File: config.mk
export PLATFORM = sky130hd
export DESIGN_NAME = traffic_controller_n
export DESIGN_NICKNAME = d
export VERILOG_FILES = /design/src/rtl/traffic_pkg.sv /design/src/rtl/tick_prescaler.sv /design/src/rtl/traffic_controller_n.sv
export SDC_FILE = /design/constraint.sdc
export NUM_CORES = 1
export LEC_CHECK = 0
export BUFFER_PORTS_ARGS = -buffer_cell sky130_fd_sc_hd__buf_4
export CAP_MARGIN = 20
export CORE_MARGIN = 3
export CORE_UTILIZATION = 60
export DETAILED_ROUTE_END_ITERATION = 10
export PLACE_DENSITY = 0.88
export SLEW_MARGIN = 20
export SYNTH_ARGS = -nofsm -noshare
export SYNTH_HDL_FRONTEND = slang
export SYNTH_SLANG_ARGS = --single-unit
File: constraint.sdc
create_clock -name clk_50 -period 8.6 [get_ports clk_50]
set_clock_uncertainty 0.2 [all_clocks]
set_input_delay 0.86 -clock clk_50 [delete_from_list [all_inputs] [get_ports clk_50]]
set_output_delay 0.86 -clock clk_50 [all_outputs]
set_load 0.02 [all_outputs]
File: src/rtl/traffic_pkg.sv
// Shared phase encoding for the N-approach traffic signal controller.
package traffic_pkg;

    typedef enum logic [1:0] {
        PH_ALL_RED = 2'b00,
        PH_GREEN   = 2'b01,
        PH_YELLOW  = 2'b10
    } phase_t;

endpackage

File: src/rtl/tick_prescaler.sv
// Divides clk_50 down to a single-cycle tick every TICK_DIV cycles; TICK_DIV=1 ticks every cycle.
module tick_prescaler #(
    parameter int TICK_DIV = 50_000_000
) (
    input  logic clk_50,
    input  logic reset,
    output logic tick
);

    localparam int            CW   = (TICK_DIV > 1) ? $clog2(TICK_DIV) : 1;
    localparam logic [CW-1:0] LAST = CW'(TICK_DIV - 1);

    logic [CW-1:0] cnt_q, cnt_d;

    always_comb begin
        cnt_d = (cnt_q == LAST) ? '0 : cnt_q + 1'b1;
    end

    always_ff @(posedge clk_50) begin
        if (reset) cnt_q <= '0;
        else       cnt_q <= cnt_d;
    end

    assign tick = (cnt_q == LAST);

endmodule

File: src/rtl/traffic_controller_n.sv
// Demand-actuated N-approach signal controller; define TRAFFIC_PREEMPT_EN to add preemption ports.
//   state      | meaning
//   PH_ALL_RED | clearance, every approach red; picks the next approach on exit
//   PH_GREEN   | active_idx has green, others red
//   PH_YELLOW  | active_idx has yellow, others red
module traffic_controller_n
    import traffic_pkg::*;
#(
    parameter int N_APPROACH = 4,
    parameter int TICK_DIV   = 50_000_000,
    parameter int MIN_GREEN  = 10,
    parameter int MAX_GREEN  = 30,
    parameter int YELLOW_T   = 3,
    parameter int ALL_RED_T  = 1,
    parameter int CNT_W      = 8
) (
    input  logic                          clk_50,
    input  logic                          reset,
    input  logic [N_APPROACH-1:0]         demand,
`ifdef TRAFFIC_PREEMPT_EN
    input  logic                          preempt,
    input  logic [$clog2(N_APPROACH)-1:0] preempt_idx,
`endif
    output logic [N_APPROACH-1:0]         red,
    output logic [N_APPROACH-1:0]         yellow,
    output logic [N_APPROACH-1:0]         green,
    output logic [$clog2(N_APPROACH)-1:0] active_idx,
    output logic [1:0]                    state
);

    localparam int               IW    = $clog2(N_APPROACH);
    localparam logic [CNT_W-1:0] MIN_G = CNT_W'(MIN_GREEN);
    localparam logic [CNT_W-1:0] MAX_G = CNT_W'(MAX_GREEN);
    localparam logic [CNT_W-1:0] YEL_T = CNT_W'(YELLOW_T);
    localparam logic [CNT_W-1:0] AR_T  = CNT_W'(ALL_RED_T);

    // First requesting approach after cur, wrapping back to cur; cur+1 if nobody asks.
    function automatic logic [IW-1:0] next_approach(input logic [N_APPROACH-1:0] dem,
                                                    input logic [IW-1:0]         cur);
        logic [IW-1:0] sel;
        logic          found;
        int            idx;
        sel   = IW'((int'(cur) + 1) % N_APPROACH);
        found = 1'b0;
        for (int k = 1; k <= N_APPROACH; k++) begin
            idx = (int'(cur) + k) % N_APPROACH;
            if (!found && dem[IW'(idx)]) begin
                sel   = IW'(idx);
                found = 1'b1;
            end
        end
        return sel;
    endfunction

    logic                  tick;
    phase_t                state_q, state_d;
    logic [IW-1:0]         active_q, active_d, pick;
    logic [CNT_W-1:0]      timer_q, timer_d, elapsed;
    logic [N_APPROACH-1:0] red_q, red_d, yellow_q, yellow_d, green_q, green_d;
    logic [N_APPROACH-1:0] own_mask;
    logic                  other, own, hold_grn, force_exit;

    tick_prescaler #(.TICK_DIV(TICK_DIV)) u_prescaler (
        .clk_50 (clk_50),
        .reset  (reset),
        .tick   (tick)
    );

    always_comb begin
        state_d    = state_q;
        active_d   = active_q;
        timer_d    = timer_q;
        red_d      = '1;
        yellow_d   = '0;
        green_d    = '0;
        own_mask   = '0;
        own_mask[active_q] = 1'b1;
        other      = |(demand & ~own_mask);
        own        = demand[active_q];
        elapsed    = (timer_q >= MAX_G) ? MAX_G : timer_q + 1'b1;
        hold_grn   = 1'b0;
        force_exit = 1'b0;
        pick       = next_approach(demand, active_q);
`ifdef TRAFFIC_PREEMPT_EN
        if (preempt) begin
            hold_grn   = (active_q == preempt_idx);
            force_exit = !hold_grn;
            pick       = preempt_idx;
        end
`endif
        if (tick) begin
            timer_d = elapsed;
            unique case (state_q)
                PH_GREEN: begin
                    if (!hold_grn && (force_exit ||
                        (elapsed >= MIN_G && other && (!own || elapsed >= MAX_G)))) begin
                        state_d = PH_YELLOW;
                        timer_d = '0;
                    end
                end
                PH_YELLOW: begin
                    if (elapsed == YEL_T) begin
                        state_d = PH_ALL_RED;
                        timer_d = '0;
                    end
                end
                PH_ALL_RED: begin
                    if (elapsed == AR_T) begin
                        state_d  = PH_GREEN;
                        active_d = pick;
                        timer_d  = '0;
                    end
                end
                default: begin
                    state_d = PH_ALL_RED;
                    timer_d = '0;
                end
            endcase
        end
        // Lamps are registered from the next phase so they line up with state.
        if (state_d != PH_ALL_RED) red_d[active_d]    = 1'b0;
        if (state_d == PH_GREEN)   green_d[active_d]  = 1'b1;
        if (state_d == PH_YELLOW)  yellow_d[active_d] = 1'b1;
    end

    always_ff @(posedge clk_50) begin
        if (reset) begin
            state_q  <= PH_ALL_RED;
            active_q <= IW'(N_APPROACH - 1);
            timer_q  <= '0;
            red_q    <= '1;
            yellow_q <= '0;
            green_q  <= '0;
        end else begin
            state_q  <= state_d;
            active_q <= active_d;
            timer_q  <= timer_d;
            red_q    <= red_d;
            yellow_q <= yellow_d;
            green_q  <= green_d;
        end
    end

    assign red        = red_q;
    assign yellow     = yellow_q;
    assign green      = green_q;
    assign active_idx = active_q;
    assign state      = state_q;

endmodule

==> flow_summary.json, run 1 <==
{
  "crit_family": "multiplexers",
  "hold_class": "reg -> reg",
  "antenna_found_initial": 0,
  "remaining_drc_errors": 0,
  "yosys.area.top_type": "dfxtp_1",
  "min_period_over_period_pct": 35.1,
  "worstSetupPathType": "reg -> reg",
  "grt_pass1_vias": 2159,
  "drtAntennaViolNets": 0,
  "ys_seq_elements": 50,
  "hpwl_um": 3920,
  "cts_tree": "yes",
  "cts_resized": 0,
  "syn_to_final_growth_pct": 9.22,
  "num-nets-final": 334,
  "mostFrequentLayoutCells": "dfxtp_1, nor2_1, buf_4",
  "avgSynthCellArea_um2": 8.87,
  "fin_setup_tns_ns": 0,
  "rr_startpoint": "active_idx[0]",
  "outcome": "finished clean",
  "gp_congestion": 0.907,
  "start_kind": "register",
  "ys_seq_area_share_pct": 36.9,
  "fp.dieArea_um2": 5370,
  "startpoint": "active_idx[0]",
  "combPwrFrac_pct": 3.6,
  "diodes": 0,
  "layout-drive-gt1-share_pct": 15.5,
  "htree_levels": 2,
  "synth_edf_count": 0,
  "crit_chain": "inv_1 > ha_1 > mux4_2 > nor2b_1 > nor4_4 > mux2i_1 > nand3b_1",
  "critical_path_buf_inv_count": 1,
  "grt_max_degree": 24,
  "grt-ovfl-total": 0,
  "die_w_um": 73.3,
  "slew_viol_final": 0,
  "path_depth": 7,
  "fin_total_pwr_w": 0.000411,
  "routedWlPerCell_um": 15.1,
  "hold_ws_ns": 0.249,
  "power_per_cell_area_nw_per_um2": 139,
  "vias": 2283,
  "hold_viol": 0,
  "tightest_slew_ns": 0.834,
  "relSlewSlack_pct": 44.4,
  "internal-power_w": 0.000325,
  "crit_required_ns": 8.64,
  "critPathSlowestCell": "dfxtp_1",
  "cp_data_arrival_time_ns": 3.06,
  "finalWirelength_um": 5620,
  "ys_types": 66,
  "netlist.area_leader.share_pct": 36.9,
  "clockBufferDepth": 2,
  "synth_warnings": 0,
  "power.share.sequential_pct": 56.9,
  "clock-sinks": 50,
  "die_height_um": 73.3,
  "clk_pin_slew_ns": 0.08,
  "vias_per_cell": 6.14,
  "grt_pass1_wl_um": 9620,
  "drv_cap": 0,
  "grtUsageTotal_pct": 22.3,
  "core_um2": 4170,
  "cp_slowest_stage_delay_ns": 0.69,
  "initial_core_util_pct": 65.0,
  "power_switching_w": 0.0000853,
  "first_iter_violations": 164,
  "postCtsSetupBuffers": 0,
  "synthTopCellsByArea": "dfxtp_1, nor2_1, xor2_1, nand3_1, nor3_1",
  "hold_buffers": 0,
  "setup-violations-final": 0,
  "fin_crit_ns": 3.02,
  "row_count": 23,
  "swShare_pct": 20.8,
  "portBuffers": 21,
  "rsz0062_at_grt": "false",
  "hold_start": "u_prescaler.cnt_q[0]",
  "io_pins": 22,
  "insertion_delay_ns": 0.31,
  "synth_async_sr_flop_share_pct": 0,
  "whs_path_depth": 1,
  "dr.pass1.iters": 4,
  "max_freq_ghz": 0.331,
  "ys.flop_type": "dfxtp_1",
  "cts_root_buf": "clkbuf_8",
  "cts_buffers": 5,
  "syn_nets": 319,
  "critPathCaptureType": "register",
  "cellLeakagePower_nw": 1.10,
  "synth_cells": 306,
  "final_common_cell": "dfxtp_1",
  "path_max_fanout": 15,
  "ir_drop_v": 0.000107,
  "reg2reg_depth": 7,
  "syn_area_um2": 2710,
  "pwr-share-clk_pct": 39.6
}
-- worst paths after layout --
| kind | endpoint | slack [ns] |
|---|---|---|
| max | red[1] | 5.58 |
| min | u_prescaler.cnt_q[0] | 0.25 |
| max reg2reg | red[1] | 5.58 |
| min reg2reg | u_prescaler.cnt_q[0] | 0.25 |
-- kinds of logic (layout without fill, tap and decap cells) --
| family | Yosys count | after routing | synth area share (%) |
|---|---|---|---|
| simple gates | 150 | 150 | 31.5 |
| xor+xnor | 22 | 22 | 7.10 |
| flops | 50 | 50 | 36.9 |
| buf+inv | 24 | 40 | 4.33 |
| fa+ha+maj | 7 | 7 | 3.23 |
| mux | 9 | 9 | 4.93 |
| compound gates | 44 | 44 | 12.0 |
-- metal layers --
layer	routed length, um	track usage [%]
met4	95	8.61
met2	2610	35.8
met3	332	4.79
met1	2580	29.3
met5	0	0
-- through the flow --
| stage | setup slack [ns] | cells | util [%] | instance area, um^2 |
|---|---|---|---|---|
| 4_1_cts | 5.61 | 372 | 71.0 | 2960 |
| 3_5_place_dp | 5.64 | 364 | 68.5 | 2860 |
| 2_1_floorplan | 5.70 | 306 | - | 2710 |
| 6_report | 5.58 | 372 | 71.0 | 2960 |
| 5_1_grt | 5.40 | 372 | 71.0 | 2960 |
| 3_3_place_gp | 5.70 | 364 | 68.5 | 2860 |
-- layout make-up --
cell class	count	area [um^2]
Clock inverter	1	30.0
Multi-Input combinational cell	232	1600
Timing Repair Buffer	21	158
Tap cell	50	62.6
Fill cell	317	1210
Clock buffer	7	76.3
Sequential cell	50	1000
Inverter	11	41.3
-- registers in the layout, summed over array words and instances, names as in the netlist --
| signal | count |
|---|---|
| timer_q | 8 |
| state | 2 |
| green | 4 |
| red | 4 |
| active_idx | 2 |
| yellow | 4 |
| u_prescaler.cnt_q | 26 |
-- cell usage after synthesis (4+ instances only) --
library cell and count:
dfxtp_1 50, nor2_1 38, nand2_1 20, nand3_1 20, nor3_1 18, xor2_1 12, inv_1 10, or3_1 10
xnor2_1 10, clkbuf_1 9, a21oi_1 7, ha_1 7, o21ai_0 7, nand4_1 6, and2_1 4, mux2i_1 4
-- power by group through the flow --
stage                     Sequential, W  Clock [W]  Combinational, W
after detailed placement       0.000239          0         0.0000145
after floorplan                0.000239          0         0.0000105
final                          0.000233   0.000162         0.0000148
after global placement         0.000239          0         0.0000144
after CTS                      0.000233   0.000165         0.0000146
after global routing           0.000234   0.000174         0.0000165
-- worst register-to-register path: cells and delay by family (launching register included) --
kind          cells  cell delay [ns]
simple gates      3             0.49
flops             1             0.69
mux               2             0.90
buf+inv           1             0.22
fa+ha+maj         1             0.45
No activity file was read; power rests on OpenSTA's default activity.
==> run 2: changes to the inputs <==
--- a/config.mk
+++ b/config.mk
@@ -5,12 +5,13 @@
 export SDC_FILE = /design/constraint.sdc
 export NUM_CORES = 1
 export LEC_CHECK = 0
+export ABC_AREA = 1
 export BUFFER_PORTS_ARGS = -buffer_cell sky130_fd_sc_hd__buf_4
 export CAP_MARGIN = 20
 export CORE_MARGIN = 3
-export CORE_UTILIZATION = 60
+export CORE_UTILIZATION = 59
 export DETAILED_ROUTE_END_ITERATION = 10
-export PLACE_DENSITY = 0.88
+export PLACE_DENSITY = 0.87
 export SLEW_MARGIN = 20
 export SYNTH_ARGS = -nofsm -noshare
 export SYNTH_HDL_FRONTEND = slang
==> constraint.sdc (replaced) <==
create_clock -name clk_50 -period 2.84 [get_ports clk_50]
set_clock_uncertainty 0.2 [all_clocks]
set_input_delay 0.284 -clock clk_50 [delete_from_list [all_inputs] [get_ports clk_50]]
set_output_delay 0.284 -clock clk_50 [all_outputs]
set_load 0.02 [all_outputs]
==> flow_summary.json, run 2 <==
{
  "outcome": "finished clean",
  "num-nets-final": 439,
  "yosys.area.top_type": "dfxtp_1",
  "core_um2": 4170,
  "vias": 2493,
  "largest_reg_flops": 26,
  "path_max_fanout": 11,
  "ys_seq_area_share_pct": 37.9,
  "syn_to_final_growth_pct": 10.7,
  "cts_resized": 0,
  "antenna_found_initial": 0,
  "reg_top3": "u_prescaler.cnt_q (26), timer_q (8)",
  "rr_startpoint": "u_prescaler.cnt_q[0]",
  "worstSetupPathType": "reg -> reg",
  "die_w_um": 72.9,
  "synth_cells": 401,
  "reg2reg_depth": 11,
  "cts_buffers": 5,
  "fp.dieArea_um2": 5320,
  "hold_buffers": 0,
  "avgSynthCellArea_um2": 6.59,
  "min_period_over_period_pct": 89.9,
  "fin_total_pwr_w": 0.00118,
  "cp_slowest_stage_delay_ns": 0.47,
  "postCtsSetupBuffers": 0,
  "setup-violations-final": 0,
  "slew_viol_final": 0,
  "htree_levels": 2,
  "routedWlPerCell_um": 11.5,
  "grt_pass1_vias": 2205,
  "synth_warnings": 0,
  "fin_ws_ns": 0.286,
  "max_freq_ghz": 0.392,
  "r2r_slack_ns": 0.29,
  "ys.flop_type": "dfxtp_1",
  "final_area_um2": 2930,
  "finalWirelength_um": 5480,
  "insertion_delay_ns": 0.31,
  "power_per_cell_area_nw_per_um2": 403,
  "io_pins": 22,
  "crit_chain": "ha_1 > nand2_1 > nor2_1 > nand2_1 > nor2_1 > nand2_1 > inv_1 > nor2_1 > inv_1 > buf_4 > nor3b_1",
  "netlist.area_leader.share_pct": 37.9,
  "min_to": "active_idx[1]",
  "dr.pass1.iters": 6,
  "clk_pin_slew_ns": 0.08,
  "synth_async_sr_flop_share_pct": 0,
  "vias_per_cell": 5.24,
  "rsz0062_at_grt": "false",
  "start_kind": "register",
  "row_count": 23,
  "hold_start": "reset",
  "mostFrequentLayoutCells": "nand2_1, nor2_1, inv_1, dfxtp_1, nand3_1",
  "gp_congestion": 0.869,
  "diodes": 0,
  "cts_tree": "yes",
  "grt-ovfl-total": 0,
  "drtAntennaViolNets": 0,
  "path_depth": 11,
  "grt_pass1_wl_um": 9410,
  "grt_max_degree": 15,
  "hpwl_um": 4290,
  "wl_met3_um": 292,
  "ir_drop_v": 0.000296,
  "rr_endpoint": "u_prescaler.cnt_q[4]",
  "dpl-instance-area_um2": 2850,
  "syn_nets": 414,
  "cellLeakagePower_nw": 1.29,
  "regMostFlops": "u_prescaler.cnt_q",
  "crit_family": "simple AND/OR/NAND/NOR gates",
  "grtUsageTotal_pct": 22.0,
  "hold_class": "in -> reg",
  "yosysMostFrequentCell": "nand2_1",
  "clock-sinks": 50,
  "clockBufferDepth": 2,
  "portBuffers": 21,
  "final_common_cell": "nand2_1",
  "synth_edf_count": 0,
  "die_height_um": 72.9,
  "tightest_slew_ns": 0.603,
  "top_layer": "met4",
  "critPathSlowestCell": "nor2_1",
  "ys_types": 33,
  "syn_area_um2": 2640,
  "cts_root_buf": "clkbuf_8",
  "layout-drive-gt1-share_pct": 11.5,
  "critPathCaptureType": "register",
  "wl_met2_um": 2390,
  "fin_setup_tns_ns": 0,
  "drv_cap": 0,
  "fin_crit_ns": 2.55,
  "critical_path_buf_inv_count": 3,
  "hold_viol": 0,
  "remaining_drc_errors": 0,
  "relSlewSlack_pct": 59.6,
  "ys_seq_elements": 50,
  "whs_path_depth": 3,
  "met1_length_um": 2740,
  "fillers": 364,
  "dp_slack_ns": 0.303,
  "crit_required_ns": 2.86,
  "cp_data_arrival_time_ns": 2.57,
  "synthTopCellsByArea": "dfxtp_1, nand2_1, nor2_1, inv_1, nand3_1",
  "utilization_pct": 70.1,
  "first_iter_violations": 190,
  "initial_core_util_pct": 63.4,
  "synth_common_cells": "nand2_1, nor2_1, dfxtp_1, inv_1, nand3_1"
}
==> run 2: cell types whose count changed in the layout (fill, tap and decap cells not counted), moves of 8 or more <==
cell	change
a21oi_1	+13
inv_1	+40
nand2_1	+82
nand3_1	+8
nand4_1	+8
nor2_1	+28
nor3_1	-13
or3_1	-10
xnor2_1	-8
xor2_1	-10
==> run 2: worst max path at each step <==
stage,from,to,slack (ns)
finish,u_prescaler.cnt_q[0],u_prescaler.cnt_q[4],0.29
global route,u_prescaler.cnt_q[0],u_prescaler.cnt_q[4],0.05
CTS,u_prescaler.cnt_q[0],u_prescaler.cnt_q[4],0.25
detailed placement,u_prescaler.cnt_q[0],u_prescaler.cnt_q[2],0.30
global placement,u_prescaler.cnt_q[0],u_prescaler.cnt_q[18],0.44
floorplan,active_idx[0],red[2],0.64
==> run 2: kinds of logic (layout without fill, tap and decap cells) <==
| group | Yosys count | after routing | synth area share [%] |
|---|---|---|---|
| and+or+nand+nor | 238 | 238 | 39.8 |
| buffers and inverters | 59 | 84 | 8.90 |
| DFF | 50 | 50 | 37.9 |
| AOI/OAI and AO/OA | 43 | 43 | 8.76 |
| adders and majority gates | 7 | 7 | 3.31 |
| xor gates and xnor gates | 4 | 4 | 1.33 |
==> run 2: layout make-up <==
class                           instances  area [um^2]  area share, %
Timing Repair Buffer                   23          173           5.90
Inverter                               54          203           6.93
Clock inverter                          1         7.51          0.257
Tap cell                               50         62.6           2.14
Multi-Input combinational cell        292         1410           48.1
Sequential cell                        50         1000           34.2
Clock buffer                            6         72.6           2.48
==> run 2: worst register-to-register path: stages, from the launching register on <==
cell and delay (ns):
dfxtp_1 0.35, ha_1 0.23, nand2_1 0.10, nor2_1 0.05
nand2_1 0.08, nor2_1 0.06, nand2_1 0.10, inv_1 0.08
nor2_1 0.47, inv_1 0.31, buf_4 0.25, nor3b_1 0.19
==> run 2: metal layers <==
layer / up-vias / global-route usage (%)
met1: 1108 / 30.4
met5: - / 0
li1: 1323 / -
met4: 0 / 7.58
met3: 5 / 4.96
met2: 57 / 33.7
==> run 2: stage by stage <==
step / hold slack, ns / std cells
after floorplan: 0.230 / 401
after CTS: 0.0938 / 476
after global routing: 0.118 / 476
after detailed placement: 0.246 / 469
final: 0.101 / 476
after global placement: 0.242 / 469
==> run 2: report_power, final <==
group	switching (W)	internal (W)	leakage, nW
combinational	0.0000442	0.0000268	0.848
sequential	0.00000641	0.000708	0.404
clock	0.000225	0.000169	0.0373
==> run 3: changes to the inputs <==
--- a/config.mk
+++ b/config.mk
@@ -11,7 +11,8 @@
 export CORE_MARGIN = 3
 export CORE_UTILIZATION = 59
 export DETAILED_ROUTE_END_ITERATION = 10
-export PLACE_DENSITY = 0.87
+export MAX_ROUTING_LAYER = met4
+export PLACE_DENSITY_LB_ADDON = 0.15
 export SLEW_MARGIN = 20
 export SYNTH_ARGS = -nofsm -noshare
 export SYNTH_HDL_FRONTEND = slang
==> flow_summary.json, run 3 (synthesis gave the netlist of run 2 again) <==
{
  "dp.cells": 468,
  "die_height_um": 72.9,
  "antenna_found_initial": 0,
  "path_max_fanout": 6,
  "pwr-share-clk_pct": 35.6,
  "htree_levels": 2,
  "power_switching_w": 0.000284,
  "dr.pass1.iters": 4,
  "insertion_delay_ns": 0.30,
  "cp_data_arrival_time_ns": 2.43,
  "slew_viol_final": 0,
  "core_um2": 4170,
  "drtAntennaViolNets": 0,
  "portBuffers": 21,
  "vias_per_cell": 5.30,
  "fin_total_pwr_w": 0.00122,
  "grt_pass1_wl_um": 9820,
  "ir_drop_v": 0.000404,
  "combPwrFrac_pct": 5.8,
  "io_pins": 22,
  "vias": 2525,
  "grt_pass1_vias": 2304,
  "reg_top3": "u_prescaler.cnt_q (26), timer_q (8)",
  "cellLeakagePower_nw": 1.30,
  "fin_setup_tns_ns": 0,
  "gp_congestion": 0.929,
  "cts_root_buf": "clkbuf_8",
  "relSlewSlack_pct": 69.7,
  "hold_class": "in -> reg",
  "finalWirelength_um": 5510,
  "final_common_cell": "nand2_1",
  "die_w_um": 72.9,
  "crit_required_ns": 2.84,
  "critPathCaptureType": "register",
  "fillers": 374,
  "regMostFlops": "u_prescaler.cnt_q",
  "power_per_cell_area_nw_per_um2": 414,
  "cts_buffers": 5,
  "hold_buffers": 0,
  "drv_cap": 0,
  "routedWlPerCell_um": 11.6,
  "outcome": "finished clean",
  "diodes": 0,
  "grt-ovfl-total": 0,
  "largest_reg_flops": 26,
  "row_count": 23,
  "clk_pin_slew_ns": 0.09,
  "swShare_pct": 23.3,
  "syn_to_final_growth_pct": 11.3,
  "layout-drive-gt1-share_pct": 12.0,
  "worstSetupPathType": "reg -> reg",
  "internal-power_w": 0.000934,
  "setup-violations-final": 0,
  "rsz0062_at_grt": "false",
  "seq_area_um2": 1000,
  "cts_tree": "yes",
  "utilization_pct": 70.5,
  "hpwl_um": 4240,
  "multi_input_area_um2": 1410,
  "grt_max_degree": 17,
  "fin_crit_ns": 2.43,
  "num-nets-final": 438,
  "stdcell_count": 476,
  "remaining_drc_errors": 0,
  "mostFrequentLayoutCells": "nand2_1, nor2_1, inv_1, dfxtp_1, nand3_1",
  "clock-sinks": 50,
  "clockBufferDepth": 2,
  "initial_core_util_pct": 63.4,
  "power.share.sequential_pct": 58.6,
  "fp.dieArea_um2": 5320,
  "hold_viol": 0,
  "grtUsageTotal_pct": 23.6,
  "max_freq_ghz": 0.412,
  "min_period_over_period_pct": 85.5,
  "tightest_slew_ns": 0.454,
  "start_kind": "register",
  "first_iter_violations": 221
}
-- run 3: power groups by stage --
stage          clock (W)  combinational [W]  sequential (W)
4_1_cts         0.000445          0.0000707        0.000714
2_1_floorplan          0          0.0000424        0.000734
6_report        0.000434          0.0000708        0.000714
3_3_place_gp           0          0.0000687        0.000730
3_5_place_dp           0          0.0000703        0.000730
5_1_grt         0.000481          0.0000813        0.000715
-- run 3: worst paths after layout --
kind / startpoint / to / slack, ns / cells after the start
hold / removal: reset / active_idx[1] / 0.1 / 3
setup / recovery: timer_q[0] / yellow[3] / 0.41 / 14
setup reg to reg: timer_q[0] / yellow[3] / 0.41 / 14
hold reg to reg: timer_q[5] / timer_q[5] / 0.26 / 2
-- run 3: per-layer routing --
metal | part of all wire [%] | routed length [um] | vias to the layer above | track usage (%)
met1 | 49 | 2720 | 1120 | 32.0
met2 | 43 | 2390 | 72 | 34.8
met5 | 0 | 0 | - | -
met3 | 6.3 | 349 | 5 | 5.23
met4 | 0.93 | 51 | 0 | 7.99
li1 | - | - | 1328 | -
-- run 3: area by class of cell --
type,instances,area share (%)
multi-input cells,292,47.9
flip-flops and latches,50,34.0
inverters,54,6.89
repair buffers,22,5.61
clock buffers,6,2.81
well taps,50,2.13
clock inverters,2,0.595
-- run 3: worst max-delay path, cell delays in order, from the launching register on --
cell	delay, ns
dfxtp_1	0.43
inv_1	0.11
ha_1	0.22
nor2_2	0.10
inv_1	0.06
nand2_2	0.08
nand3_1	0.11
nor2_1	0.19
nand3_2	0.16
nor2_4	0.15
nand4_1	0.14
nand2_2	0.18
inv_1	0.05
nand2_1	0.09
nor2_1	0.05
-- run 3: repair_timing --
item / in CTS / in global routing
buffers inserted: 0 / 0
resized for setup: 0 / 1
setup endpoints to repair: 0 / 5
-- run 3: metrics by stage --
step	cell area, um^2	setup slack, ns	hold slack [ns]
3_3_place_gp	2840	0.336	0.244
2_1_floorplan	2640	0.643	0.230
3_5_place_dp	2840	0.154	0.247
5_1_grt	2940	0.174	0.130
6_report	2940	0.410	0.0981
4_1_cts	2940	0.138	0.0849
